**src/rtl/tree_node_mem_pkg.sv**
```systemverilog
// Shared constants for the decision-tree node store and the control stage that consumes it.
// Node word layout, MSB first: child flags, one-position mask, coefficients, bias, spare bit.
package tree_node_mem_pkg;

   localparam int unsigned Features    = 3;
   localparam int unsigned CoeffWidth  = 4;
   localparam int unsigned BiasWidth   = 10;
   localparam int unsigned MaxClusters = 5;

   function automatic int unsigned calc_node_size(input int unsigned features,
                                                  input int unsigned coeff_width,
                                                  input int unsigned bias_width);
      return 2 + features + (features - 1) * coeff_width + bias_width + 1;
   endfunction

   function automatic int unsigned calc_words(input int unsigned channels,
                                              input int unsigned nodes);
      return channels * nodes;
   endfunction

   // Address width that never collapses to zero bits.
   function automatic int unsigned max1_clog2(input int unsigned n);
      return (n > 1) ? $clog2(n) : 1;
   endfunction

   localparam int unsigned NodeSize      = calc_node_size(Features, CoeffWidth, BiasWidth);
   localparam int unsigned ChildFlagsLsb = NodeSize - 2;
   localparam int unsigned MaskLsb       = ChildFlagsLsb - Features;
   localparam int unsigned BiasLsb       = 1;

   function automatic int unsigned coeff_lsb(input int unsigned idx);
      return MaskLsb - (idx + 1) * CoeffWidth;
   endfunction

   typedef logic [NodeSize-1:0] node_word_t;

   typedef enum logic [1:0] {
      StIdle,
      StLoading,
      StReady
   } load_state_e;

endpackage

```
**src/rtl/tree_node_mem_cfg_shift_rx.sv**
```systemverilog
// Serial-to-parallel receiver for node words: MSB-first shift register plus bit counter,
// pulsing word_valid_o in the cycle the final bit of a word arrives.
module tree_node_mem_cfg_shift_rx #(
   parameter int unsigned Width = 24
) (
   input  logic             clk_i,
   input  logic             rst_i,
   input  logic             clear_i,
   input  logic             shift_i,
   input  logic             bit_i,
   output logic             word_valid_o,
   output logic [Width-1:0] word_o
);

   localparam int unsigned CntW = $clog2(Width);

   logic [Width-2:0] sr_q, sr_d;
   logic [CntW-1:0]  cnt_q, cnt_d;
   logic             last_bit;

   assign last_bit = (cnt_q == CntW'(Width - 1));

   always_comb begin
      sr_d  = sr_q;
      cnt_d = cnt_q;
      if (clear_i) begin
         sr_d  = '0;
         cnt_d = '0;
      end else if (shift_i) begin
         sr_d  = {sr_q[Width-3:0], bit_i};
         cnt_d = last_bit ? '0 : cnt_q + 1'b1;
      end
   end

   always_ff @(posedge clk_i) begin
      if (rst_i) begin
         sr_q  <= '0;
         cnt_q <= '0;
      end else begin
         sr_q  <= sr_d;
         cnt_q <= cnt_d;
      end
   end

   assign word_valid_o = shift_i && !clear_i && last_bit;
   assign word_o       = {sr_q, bit_i};

endmodule

```
**src/rtl/tree_node_mem.sv**
```systemverilog
// Per-channel decision-tree node store: loaded serially once, then read combinationally
// by channel and node index once the whole image has arrived.
module tree_node_mem
   import tree_node_mem_pkg::*;
#(
   parameter int unsigned FEATURES      = 3,
   parameter int unsigned COEFF_WIDTH   = 4,
   parameter int unsigned BIAS_WIDTH    = 10,
   parameter int unsigned MAX_CLUSTERS  = 5,
   parameter int unsigned CHANNEL_COUNT = 1,
   localparam int unsigned NODES     = MAX_CLUSTERS,
   localparam int unsigned NODE_SIZE = calc_node_size(FEATURES, COEFF_WIDTH, BIAS_WIDTH),
   localparam int unsigned WORDS     = calc_words(CHANNEL_COUNT, NODES),
   localparam int unsigned CH_AW     = max1_clog2(CHANNEL_COUNT),
   localparam int unsigned NODE_AW   = max1_clog2(NODES)
) (
   input  logic                 clk,
   input  logic                 reset,
   input  logic                 cfg_start,
   input  logic                 cfg_en,
   input  logic                 cfg_bit,
   output logic                 cfg_done,
   output logic                 cfg_err,
   input  logic [CH_AW-1:0]     ch_index,
   input  logic [NODE_AW-1:0]   node_index,
   input  logic                 read_mem,
   output logic [NODE_SIZE-1:0] node_data,
   output logic                 mem_ready
);

   localparam int unsigned PtrW  = max1_clog2(WORDS);
   localparam int unsigned AddrW = $clog2(WORDS) + 1;

   load_state_e          state_q, state_d;
   logic [PtrW-1:0]      ptr_q, ptr_d;
   logic                 err_q, err_d;
   logic                 done_q, done_d;
   logic                 mem_we;
   logic                 shift_en;
   logic                 word_valid;
   logic [NODE_SIZE-1:0] rx_word;
   logic [NODE_SIZE-1:0] mem_q [WORDS];
   logic [AddrW-1:0]     rd_addr;
   logic                 rd_hit;

   // A start pulse always wins over a bit arriving in the same cycle.
   assign shift_en = cfg_en && !cfg_start && (state_q == StLoading);

   tree_node_mem_cfg_shift_rx #(
      .Width(NODE_SIZE)
   ) u_shift_rx (
      .clk_i       (clk),
      .rst_i       (reset),
      .clear_i     (cfg_start),
      .shift_i     (shift_en),
      .bit_i       (cfg_bit),
      .word_valid_o(word_valid),
      .word_o      (rx_word)
   );

   always_comb begin
      state_d = state_q;
      ptr_d   = ptr_q;
      err_d   = err_q;
      done_d  = 1'b0;
      mem_we  = 1'b0;
      if (cfg_start) begin
         state_d = StLoading;
         ptr_d   = '0;
         err_d   = 1'b0;
      end else begin
         case (state_q)
            StLoading: begin
               if (word_valid) begin
                  mem_we = 1'b1;
                  if (ptr_q == PtrW'(WORDS - 1)) begin
                     state_d = StReady;
                     done_d  = 1'b1;
                  end else begin
                     ptr_d = ptr_q + 1'b1;
                  end
               end
            end
            default: begin
               if (cfg_en) err_d = 1'b1;
            end
         endcase
      end
   end

   always_ff @(posedge clk) begin
      if (reset) begin
         state_q <= StIdle;
         ptr_q   <= '0;
         err_q   <= 1'b0;
         done_q  <= 1'b0;
      end else begin
         state_q <= state_d;
         ptr_q   <= ptr_d;
         err_q   <= err_d;
         done_q  <= done_d;
      end
   end

   // Storage is deliberately left out of reset; mem_ready gates every read.
   always_ff @(posedge clk) begin
      if (mem_we) mem_q[ptr_q] <= rx_word;
   end

   always_comb begin
      rd_addr = AddrW'(ch_index) * AddrW'(NODES) + AddrW'(node_index);
      rd_hit  = read_mem && (state_q == StReady) &&
                (32'(node_index) < NODES) && (32'(ch_index) < CHANNEL_COUNT);
      node_data = rd_hit ? mem_q[rd_addr[PtrW-1:0]] : '0;
   end

   assign mem_ready = (state_q == StReady);
   assign cfg_done  = done_q;
   assign cfg_err   = err_q;

endmodule

```
**config.mk**
```make
export PLATFORM = sky130hd
export DESIGN_NAME = tree_node_mem
export DESIGN_NICKNAME = d
export VERILOG_FILES = /design/src/rtl/tree_node_mem_pkg.sv /design/src/rtl/tree_node_mem_cfg_shift_rx.sv /design/src/rtl/tree_node_mem.sv
export SDC_FILE = /design/constraint.sdc
export NUM_CORES = 1
export LEC_CHECK = 0
export CAP_MARGIN = 20
export CELL_PAD_IN_SITES_DETAIL_PLACEMENT = 1
export CELL_PAD_IN_SITES_GLOBAL_PLACEMENT = 2
export CORE_ASPECT_RATIO = 1.5
export CORE_MARGIN = 4
export CORE_UTILIZATION = 39
export DETAILED_ROUTE_END_ITERATION = 8
export PLACE_DENSITY = 0.81
export SYNTH_ARGS = -nofsm -noshare
export SYNTH_HDL_FRONTEND = slang
export SYNTH_HIERARCHICAL = 1
export SYNTH_SLANG_ARGS = --single-unit
```
**constraint.sdc**
```tcl
create_clock -name clk -period 3.8 [get_ports clk]
set_input_delay 0.38 -clock clk [delete_from_list [all_inputs] [get_ports clk]]
set_output_delay 0.38 -clock clk [all_outputs]
set_load 0.03 [all_outputs]
```
* Word-level counts from Yosys, hierarchy flattened
Memory sizes are Yosys's and may differ from the RTL's.
Cells that the tools add are included.
** Word-level totals
- Memories :: 1
- Input port bits :: 10
- Logic and storage cells :: 50
- Register bits :: 35
- Memory bits (writable) :: 120
** Operators by class
- Bitwise logic cells :: 3
- Equal/unequal tests :: 4
- $add $sub $neg :: 3
- Order comparisons :: 2
- Multiplexer cells :: 12
- Multipliers :: 1
- Reductions and logical operators :: 17
** Memories
- mem_q :: depth 5, width 24, rd ports 1, clocked after memory_dff 0, write ports 1, line tree_node_mem.sv:42 : logic [NODE_SIZE-1:0] mem_q [WORDS];
** Operator list (count)
- 2-to-1 mux 24 bit :: 1
- 2-to-1 mux 1 bit :: 10
- AND reduction 3 bit :: 3
- logical AND 1 bit :: 7
- nonzero test 2 bit :: 3
- adder 5 x 1 -> 5 bit, second input constant :: 1
- equality test 5 bit, second input constant :: 1
- 2-to-1 mux 5 bit :: 1
- OR reduction 4 bit :: 1
- adder 3 x 1 -> 3 bit, second input constant :: 1
- adder 3 bit :: 1
- equality test 3 bit, second input constant :: 1
- < comparator 3 bit, second input constant :: 1
- multiplier 1 x 3 -> 3 bit, second input constant :: 1
- NOT 1 bit :: 3
- equality test 2 x 1 -> 1 bit, second input constant :: 1
- equality test 2 bit, second input constant :: 1
- AND reduction 2 bit :: 1
- OR reduction 2 bit :: 1
- logical NOT 1 bit :: 1
- < comparator 1 bit, second input constant :: 1

* Logic depth before layout (Yosys ltp)
Gate-level depths: netlist of the first run.
- Depth in word-level cells :: 10
- Mapped depth :: 8

* By module
The synthesis of the first run kept the hierarchy.
** By module, submodules not included
- tree_node_mem :: cells each 280, area each 5004.8 um^2, sequential area each 3743.6 um^2, times used 1
- tree_node_mem_cfg_shift_rx :: cells each 100, area each 1047.3 um^2, sequential area each 560.5 um^2, times used 1

* Least setup slack after synthesis of the first run
OpenSTA, ideal clock, no wires.
- Kind :: register to register
- Start :: register state_q[1]
- End :: memory mem_q[2][0] (netlist name), enable pin
- Library setup time :: 0.435 ns
- Data required time :: 3.365 ns
- Cell stages (with the launch flop) :: 9
- Slack :: -0.017 ns
- Path buffers :: 1
- Data arrival time :: 3.382 ns
- Cell sequence :: dfxtp_1 > nand2b_1 > nor3b_1 > buf_6 > nand3_2 > nor3_1 > nand3b_1 > or3_1 > nor3_1
** Between the ends
- Word-level cells in the longest chain between the ends :: 9
** RTL lines
- start: declaration :: line tree_node_mem.sv:34 : load_state_e state_q, state_d;
- start signal: assignment :: line tree_node_mem.sv:93 : state_q <= StIdle;
- start signal: assignment :: line tree_node_mem.sv:98 : state_q <= state_d;
- equality test 2 x 1 -> 1 bit :: line tree_node_mem.sv:47 : assign shift_en = cfg_en && !cfg_start && (state_q == StLoading);
- logical AND 1 bit :: line tree_node_mem.sv:47
- net shift_en :: line tree_node_mem.sv:39 : logic shift_en;
- logical AND 1 bit (2 in a row) :: line tree_node_mem_cfg_shift_rx.sv:45 : assign word_valid_o = shift_i && !clear_i && last_bit;
- net word_valid :: line tree_node_mem.sv:40 : logic word_valid;
- 2-to-1 mux 1 bit :: line tree_node_mem.sv:74 : if (word_valid) begin
- 2-to-1 mux 1 bit :: line tree_node_mem.sv:72 : case (state_q)
- 2-to-1 mux 1 bit :: line tree_node_mem.sv:67 : if (cfg_start) begin
- 2-to-1 mux 1 bit :: line tree_node_mem.sv:107 : if (mem_we) mem_q[ptr_q] <= rx_word;
- 2-to-1 mux 1 bit (implied by the code) :: line tree_node_mem.sv:107
- end: declaration :: line tree_node_mem.sv:42
The timed path passes the listed nets, and every way through them passes these cells.

* Worst setup path in the final report of the first run
- Start :: input ch_index
- End :: output node_data[20]
** Between the ends
- Word-level cells in the longest chain between the ends :: 4
- Elaborated cells between the ends (all ways) :: 6
- Classes of those cells :: 1 x add/sub; 1 x mul; 1 x order compare; 1 x mux; 1 x reduce/logical; 1 x memory
** RTL lines
- start: declaration :: line tree_node_mem.sv:24 : input logic [CH_AW-1:0] ch_index,
- multiplier 1 x 3 -> 3 bit :: line tree_node_mem.sv:111 : rd_addr = AddrW'(ch_index) * AddrW'(NODES) + AddrW'(node_index);
- adder 3 bit :: line tree_node_mem.sv:111
- memory (5 x 24 bit)
- 2-to-1 mux 24 bit (*) :: line tree_node_mem.sv:114 : node_data = rd_hit ? mem_q[rd_addr[PtrW-1:0]] : '0;
- end: declaration :: line tree_node_mem.sv:27 : output logic [NODE_SIZE-1:0] node_data,
Every way passes the cells marked *; elsewhere a longest branch is shown, timed or not.

==> results of run 1 <==
## path summary, 6_finish.rpt
| path | from | endpoint | slack, ns | cells after the start |
|---|---|---|---|---|
| worst max register to register | state_q[0] | mem_q[1][12] | 0.99 | 8 |
| worst max-delay path | ch_index | node_data[20] | 0.38 | 7 |
| worst min register to register | u_shift_rx/cnt_q[4] | u_shift_rx/cnt_q[4] | 0.48 | 2 |
| worst min-delay path | u_shift_rx/cnt_q[4] | u_shift_rx/cnt_q[4] | 0.48 | 2 |
## final cells by class
cell class / instances / area [um^2]
Multi-Input combinational cell: 200 / 1610
Clock inverter: 12 / 149
Timing Repair Buffer: 49 / 435
Fill cell: 1514 / 7940
Clock buffer: 20 / 437
Sequential cell: 155 / 4300
Inverter: 5 / 18.8
Tap cell: 199 / 249
## worst max-delay path, stage by stage
cell	delay (ns)
clkdlybuf4s50_1	0.50
ha_1	0.25
ha_1	0.65
mux4_2	0.32
nand2_1	0.06
a21oi_1	0.19
clkdlybuf4s50_1	0.69
## cell families after synthesis
| group | after synthesis |
|---|---|
| compound gates | 37 |
| xor+xnor | 5 |
| simple gates | 105 |
| flops | 155 |
| buf+inv | 25 |
| mux | 48 |
| fa+ha+maj | 5 |
## placed cells by master, fill, tap and decap left out, types with 2 or more instances in the layout
cell type        count
ha_1                 5
dfxtp_1             35
bufinv_16            3
mux2i_1             24
nand2b_1             2
a21oi_1             31
nand2_1             52
or3_1                2
or2_2                2
clkbuf_16           17
edfxtp_1           120
mux4_2              22
xor2_1               2
nor3_2               5
clkinv_2             3
inv_1                5
mux4_1               2
nand3_1              3
clkdlybuf4s50_1     22
nor2_1              29
clkbuf_1             3
o21ai_0              4
buf_4               26
clkinvlp_4           3
## power groups by stage
stage          Clock (mW)  Sequential (mW)  Combinational [mW]
6_report             1.68             1.80               0.144
5_1_grt              1.80             1.80               0.158
4_1_cts              1.71             1.80               0.150
3_5_place_dp            0             1.84               0.149
3_3_place_gp            0             1.84               0.146
2_1_floorplan           0             1.84               0.110
## state kept, by name (all words and copies together), names as in the netlist
name / cells
cfg_err: 1
mem_q: 120
ptr_q: 3
u_shift_rx/sr_q: 23
state_q: 2
u_shift_rx/cnt_q: 5
cfg_done: 1
## through the flow
step,std cells,util [%],TNS (ns)
2_1_floorplan,380,-,-1.62
3_3_place_gp,608,43.7,0
3_5_place_dp,608,43.7,0
4_1_cts,640,47.5,0
5_1_grt,640,47.5,0
6_report,640,47.5,0
## layer usage
metal | up-vias | global-route usage [%]
met3 | 7 | 3.30
met4 | 0 | 5.84
li1 | 1515 | -
met2 | 45 | 28.5
met5 | - | 0
met1 | 1688 | 17.9
==> impl_metrics.env, run 1 <==
export IMPL_outcome="finished clean"
export IMPL_grt_pass1_wl_mm=20.4
export IMPL_dieWidth_um=110
export IMPL_synthAdderAreaFrac_pct=1.03
export IMPL_yosysWarnings=6
export IMPL_met1_length_mm=4.85
export IMPL_synth_avg_cell_area_um2=15.9
export IMPL_wl_met2_mm=7.21
export IMPL_area_growth_pct=18.9
export IMPL_worst_slew_pin_slew_ns=0.592
export IMPL_cts_resized=0
export IMPL_placed_area_um2=6610
export IMPL_crit_path_start_kind="primary input"
export IMPL_power_density_nw_per_um2=504
export IMPL_synth_compound_gate_area_share_pct=3.14
export IMPL_wl_per_cell_um=19.6
export IMPL_fin_skew_ns=0.0114
export IMPL_post_cts_setup_buffer_count=0
export IMPL_grt_max_degree=28
export IMPL_overflow=0
export IMPL_drc=0
export IMPL_io_buffers=36
export IMPL_place_gp_congestion=0.713
export IMPL_final_nets=443
export IMPL_clk_pin_slew_ns=0.06
export IMPL_cts_sinks=155
export IMPL_ys_top_cells_by_count="edfxtp_1 (120), nand2_1 (52), dfxtp_1 (35), a21oi_1 (31), nor2_1 (29)"
export IMPL_finalPower_mw=3.63
export IMPL_pwr_share_comb_pct=4.0
export IMPL_tritoncts="yes"
export IMPL_pwr_share_seq_pct=49.7
export IMPL_min_path_type="flop to flop"
export IMPL_syn_num_nets=395
export IMPL_num_rows=55
export IMPL_antenna_found_initial=0
export IMPL_stdcell_area_um2=7200
export IMPL_final_hold_viol_count=0
export IMPL_ys_flop_type="edfxtp_1"
export IMPL_muxShareOfSynthArea_pct=13.0
export IMPL_syn_area_um2=6050
export IMPL_grtUsageTotal_pct=15.8
export IMPL_n_antenna_cell=0
export IMPL_switching_share_pct=20.2
export IMPL_yosysMostFrequentCell="edfxtp_1"
export IMPL_netlist_instances=380
export IMPL_arrival_ns=3.04
export IMPL_rsz0062_at_grt="no"
export IMPL_p_leak_nw=2.45
export IMPL_endpoint_kind="output port"
export IMPL_layout_drive_gt1_share_pct=20.2
export IMPL_dieArea_um2=17600
export IMPL_fmax_mhz=293
export IMPL_ir_drop_mv=0.314
export IMPL_max_cap_violations=0
export IMPL_wl_met3_um=377
export IMPL_grt_pass1_vias=3707
export IMPL_io_pins=37
export IMPL_ys_types=37
export IMPL_synth_simple_area_share_pct=7.59
export IMPL_numCtsBuffers=17
export IMPL_intPower_mw=2.89
export IMPL_wirelength_mm=12.5
export IMPL_clkLatencyLatePin_ns=0.41
export IMPL_highest_layer="met4"
export IMPL_synth_top_family_by_area="multiplexers"
export IMPL_htreeDepth=4
export IMPL_synth_top_area_share_pct=59.5
export IMPL_drv_slew=0
export IMPL_setup_viol=0
export IMPL_dpl_hpwl_mm=7.73
export IMPL_place_ws_ns=0.347
export IMPL_fin_crit_ns=3.42
export IMPL_ctsHoldBuffers=0
export IMPL_die_h_um=161
export IMPL_period_share_pct=89.9
export IMPL_synth_edf_count=120
export IMPL_cts_buffer_depth=2
export IMPL_crit_required_ns=3.42
export IMPL_clockPowerShare_pct=46.3
export IMPL_drtIter0Drc=177
export IMPL_synth_xor_area_share_pct=1.24
export IMPL_start_util_pct=40.0
export IMPL_worstPathMaxFanout=13
export IMPL_drt_pass1_iterations=4
export IMPL_core_area_um2=15100
export IMPL_layout_setup_ws_ns=0.382
export IMPL_via_count=3255
export IMPL_yosysTopAreaCell="edfxtp_1"
export IMPL_fin_hold_ws_ns=0.481
export IMPL_ant_nets=0
export IMPL_worst_setup_path_type="primary input to output port"
export IMPL_cts_root_buf="clkbuf_16"
export IMPL_viasPerCell=5.09
export IMPL_synthTopCellsByArea="edfxtp_1 (60%), dfxtp_1 (12%), mux4_2 (8.2%)"
export IMPL_p_sw_uw=735
export IMPL_seq_area_frac_synth_pct=71.1
export IMPL_async_reset_ff_share_pct=0
export IMPL_synth_seq_cells=155
export IMPL_max_slew_margin_pct=60.5
No activity file was read; power rests on OpenSTA's default activity.
==> run 2: changes to the inputs <==
--- a/config.mk
+++ b/config.mk
@@ -10,10 +10,9 @@
 export CELL_PAD_IN_SITES_GLOBAL_PLACEMENT = 2
 export CORE_ASPECT_RATIO = 1.5
 export CORE_MARGIN = 4
-export CORE_UTILIZATION = 39
+export CORE_UTILIZATION = 38
 export DETAILED_ROUTE_END_ITERATION = 8
-export PLACE_DENSITY = 0.81
+export PLACE_DENSITY = 0.8
 export SYNTH_ARGS = -nofsm -noshare
 export SYNTH_HDL_FRONTEND = slang
-export SYNTH_HIERARCHICAL = 1
 export SYNTH_SLANG_ARGS = --single-unit
==> impl_metrics.env, run 2 <==
export IMPL_drv_slew=0
export IMPL_final_nets=469
export IMPL_ff2ff_path_depth=5
export IMPL_grt_max_degree=37
export IMPL_placed_area_um2=6630
export IMPL_p_leak_nw=2.45
export IMPL_fin_skew_ns=0.00971
export IMPL_crit_family="buffers and inverters"
export IMPL_htreeDepth=4
export IMPL_synthTopCellsByArea="edfxtp_1 (60%), dfxtp_1 (12%), mux4_2 (9.0%)"
export IMPL_place_inst=638
export IMPL_synth_edf_count=120
export IMPL_worstPathMaxFanout=18
export IMPL_area_growth_pct=20.2
export IMPL_stdcell_area_um2=7210
export IMPL_crit_required_ns=3.42
export IMPL_switching_share_pct=22.2
export IMPL_ys_top_cells_by_count="edfxtp_1 (120), nand2_1 (99), a21oi_1 (56), dfxtp_1 (35), mux4_2 (24)"
export IMPL_reg_largest_list="mem_q: 120 flops, u_shift_rx.sr_q: 23 flops, u_shift_rx.cnt_q: 5 flops"
export IMPL_core_area_um2=15600
export IMPL_critPathLaunch="ch_index"
export IMPL_cts_sinks=155
export IMPL_min_path_type="flop to flop"
export IMPL_dieArea_um2=17900
export IMPL_r2r_setup_slack_ns=1.36
export IMPL_layout_common_cells="edfxtp_1 (120), nand2_1 (99), a21oi_1 (56)"
export IMPL_power_density_nw_per_um2=497
export IMPL_pwr_share_seq_pct=50.4
export IMPL_num_fill_cells=1568
export IMPL_numCtsBuffers=17
export IMPL_ff_latch_area_um2=4300
export IMPL_cts_root_buf="clkbuf_16"
export IMPL_max_slew_margin_pct=51.6
export IMPL_clkLatencyLatePin_ns=0.41
export IMPL_final_hold_viol_count=0
export IMPL_wl_per_cell_um=19.1
export IMPL_ant_nets=0
export IMPL_netlist_instances=408
export IMPL_die_h_um=162
export IMPL_antenna_found_initial=0
export IMPL_grt_pass1_vias=3764
export IMPL_worst_setup_path_type="primary input to output port"
export IMPL_layout_drive_gt1_share_pct=19.5
export IMPL_io_buffers=36
export IMPL_start_util_pct=38.5
export IMPL_outcome="finished clean"
export IMPL_final_cells=670
export IMPL_yosysMostFrequentCell="edfxtp_1"
export IMPL_ir_drop_mv=0.219
export IMPL_viasPerCell=5.14
export IMPL_synth_top_area_share_pct=60.1
export IMPL_yosysWarnings=0
export IMPL_synth_avg_cell_area_um2=14.7
export IMPL_tritoncts="yes"
export IMPL_dieWidth_um=111
export IMPL_crit_path_start_kind="primary input"
export IMPL_slowest_delay_ns=0.71
export IMPL_largest_reg_flops=120
export IMPL_fmax_mhz=305
export IMPL_synth_seq_cells=155
export IMPL_post_cts_setup_buffer_count=0
export IMPL_cts_resized=0
export IMPL_rsz0062_at_grt="no"
export IMPL_cp_slowest_cell="clkdlybuf4s50_1"
export IMPL_arrival_ns=2.90
export IMPL_p_sw_uw=796
export IMPL_n_antenna_cell=0
export IMPL_worst_slew_pin_slew_ns=0.726
export IMPL_seq_area_frac_synth_pct=71.8
export IMPL_period_share_pct=86.2
export IMPL_syn_num_nets=423
export IMPL_max_cap_violations=0
export IMPL_multiInputGateArea_um2=1590
export IMPL_via_count=3442
export IMPL_finalPower_mw=3.58
export IMPL_regMostFlops="mem_q"
export IMPL_endpoint_kind="output port"
export IMPL_ctsHoldBuffers=0
export IMPL_final_common_cell="edfxtp_1"
export IMPL_wirelength_mm=12.8
export IMPL_place_gp_congestion=0.747
export IMPL_cts_buffer_depth=2
export IMPL_crit_chain="clkdlybuf4s50_1, ha_1, ha_1, buf_4, mux4_2, nand2_1, a21oi_1, clkdlybuf4s50_1"
export IMPL_fin_crit_ns=3.28
export IMPL_grt_pass1_wl_mm=20.3
export IMPL_endpoint="node_data[6]"
export IMPL_async_reset_ff_share_pct=0
export IMPL_yosysTopAreaCell="edfxtp_1"
export IMPL_overflow=0
export IMPL_intPower_mw=2.78
export IMPL_r2r_start="u_shift_rx.cnt_q[0]"
export IMPL_drc=0
export IMPL_num_rows=56
export IMPL_drtIter0Drc=195
export IMPL_setup_viol=0
export IMPL_io_pins=37
export IMPL_timing_rr_end="mem_q[4][17]"
export IMPL_dpl_hpwl_mm=7.71
export IMPL_path_buf_inv=3
export IMPL_ys_types=34
export IMPL_grtUsageTotal_pct=14.8
export IMPL_clockPowerShare_pct=45.7
export IMPL_drt_pass1_iterations=4
export IMPL_ys_flop_type="edfxtp_1"
export IMPL_crit_cells=8
export IMPL_fin_hold_ws_ns=0.482
export IMPL_pwr_share_comb_pct=3.9
export IMPL_clk_pin_slew_ns=0.06
export IMPL_syn_area_um2=5990
## run 2: cell types whose count changed after synthesis, moves of 3 or more
cell      change
a21oi_1      +25
buf_6         -3
clkbuf_1      +9
mux2i_1      -24
nand2_1      +47
nor2_1       -27
nor3_1        -5
nor4_1        +5
## run 2: area by class of cell
class | instances | area share, %
multi-input combinational | 222 | 22.0
clock inverter | 15 | 2.12
inverter | 6 | 0.312
tap | 203 | 3.52
timing repair buffer | 52 | 6.42
clock buffer | 17 | 5.90
sequential | 155 | 59.7
## run 2: cell families (layout without fill, tap and decap cells)
| logic type | after synthesis | count (layout) | synth area share (%) |
|---|---|---|---|
| AOI/OAI and AO/OA | 67 | 67 | 5.91 |
| xor gates and xnor gates | 2 | 2 | 0.772 |
| DFF | 155 | 155 | 71.8 |
| buffers and inverters | 31 | 90 | 2.40 |
| muxes | 24 | 24 | 9.02 |
| and+or+nand+nor | 124 | 124 | 9.06 |
| adders and majority gates | 5 | 5 | 1.04 |
## run 2: per-layer routing
layer | up-vias | part of all wire (%) | GRT usage [%]
met5 | - | 0 | 0
met4 | 0 | 1.9 | 5.99
met3 | 14 | 2.9 | 3.32
met2 | 55 | 57 | 28.2
met1 | 1753 | 39 | 15.8
li1 | 1620 | - | -
## run 2: power groups by stage
| stage | clock network [mW] | registers (mW) | logic (mW) |
|---|---|---|---|
| 2_1_floorplan | 0 | 1.84 | 0.0927 |
| 3_3_place_gp | 0 | 1.84 | 0.139 |
| 4_1_cts | 1.66 | 1.80 | 0.143 |
| 3_5_place_dp | 0 | 1.84 | 0.142 |
| 6_report | 1.64 | 1.80 | 0.139 |
| 5_1_grt | 1.74 | 1.80 | 0.151 |
## run 2: worst reg2reg max path, stage by stage (launching register included)
cell and delay, ns:
dfxtp_1 0.38, ha_1 0.25, and4b_1 0.35, nand2_1 0.26, nor4b_4 0.43, buf_4 0.43
## run 2: worst min path at each step
stage	from	end	slack, ns	depth (start not counted)
floorplan	reset	state_q[0]	0.45	1
global placement	cfg_err	cfg_err	0.46	2
detailed placement	cfg_err	cfg_err	0.48	2
CTS	u_shift_rx.cnt_q[1]	u_shift_rx.cnt_q[1]	0.49	2
global route	cfg_err	cfg_err	0.51	2
finish	u_shift_rx.cnt_q[1]	u_shift_rx.cnt_q[1]	0.48	2
## run 2: stage by stage
step	util (%)	TNS, ns	setup WS [ns]
2_1_floorplan	-	-6.12	-0.0638
3_3_place_gp	42.6	0	0.538
3_5_place_dp	42.6	0	0.530
4_1_cts	46.3	0	0.495
5_1_grt	46.3	0	0.386
6_report	46.3	0	0.523
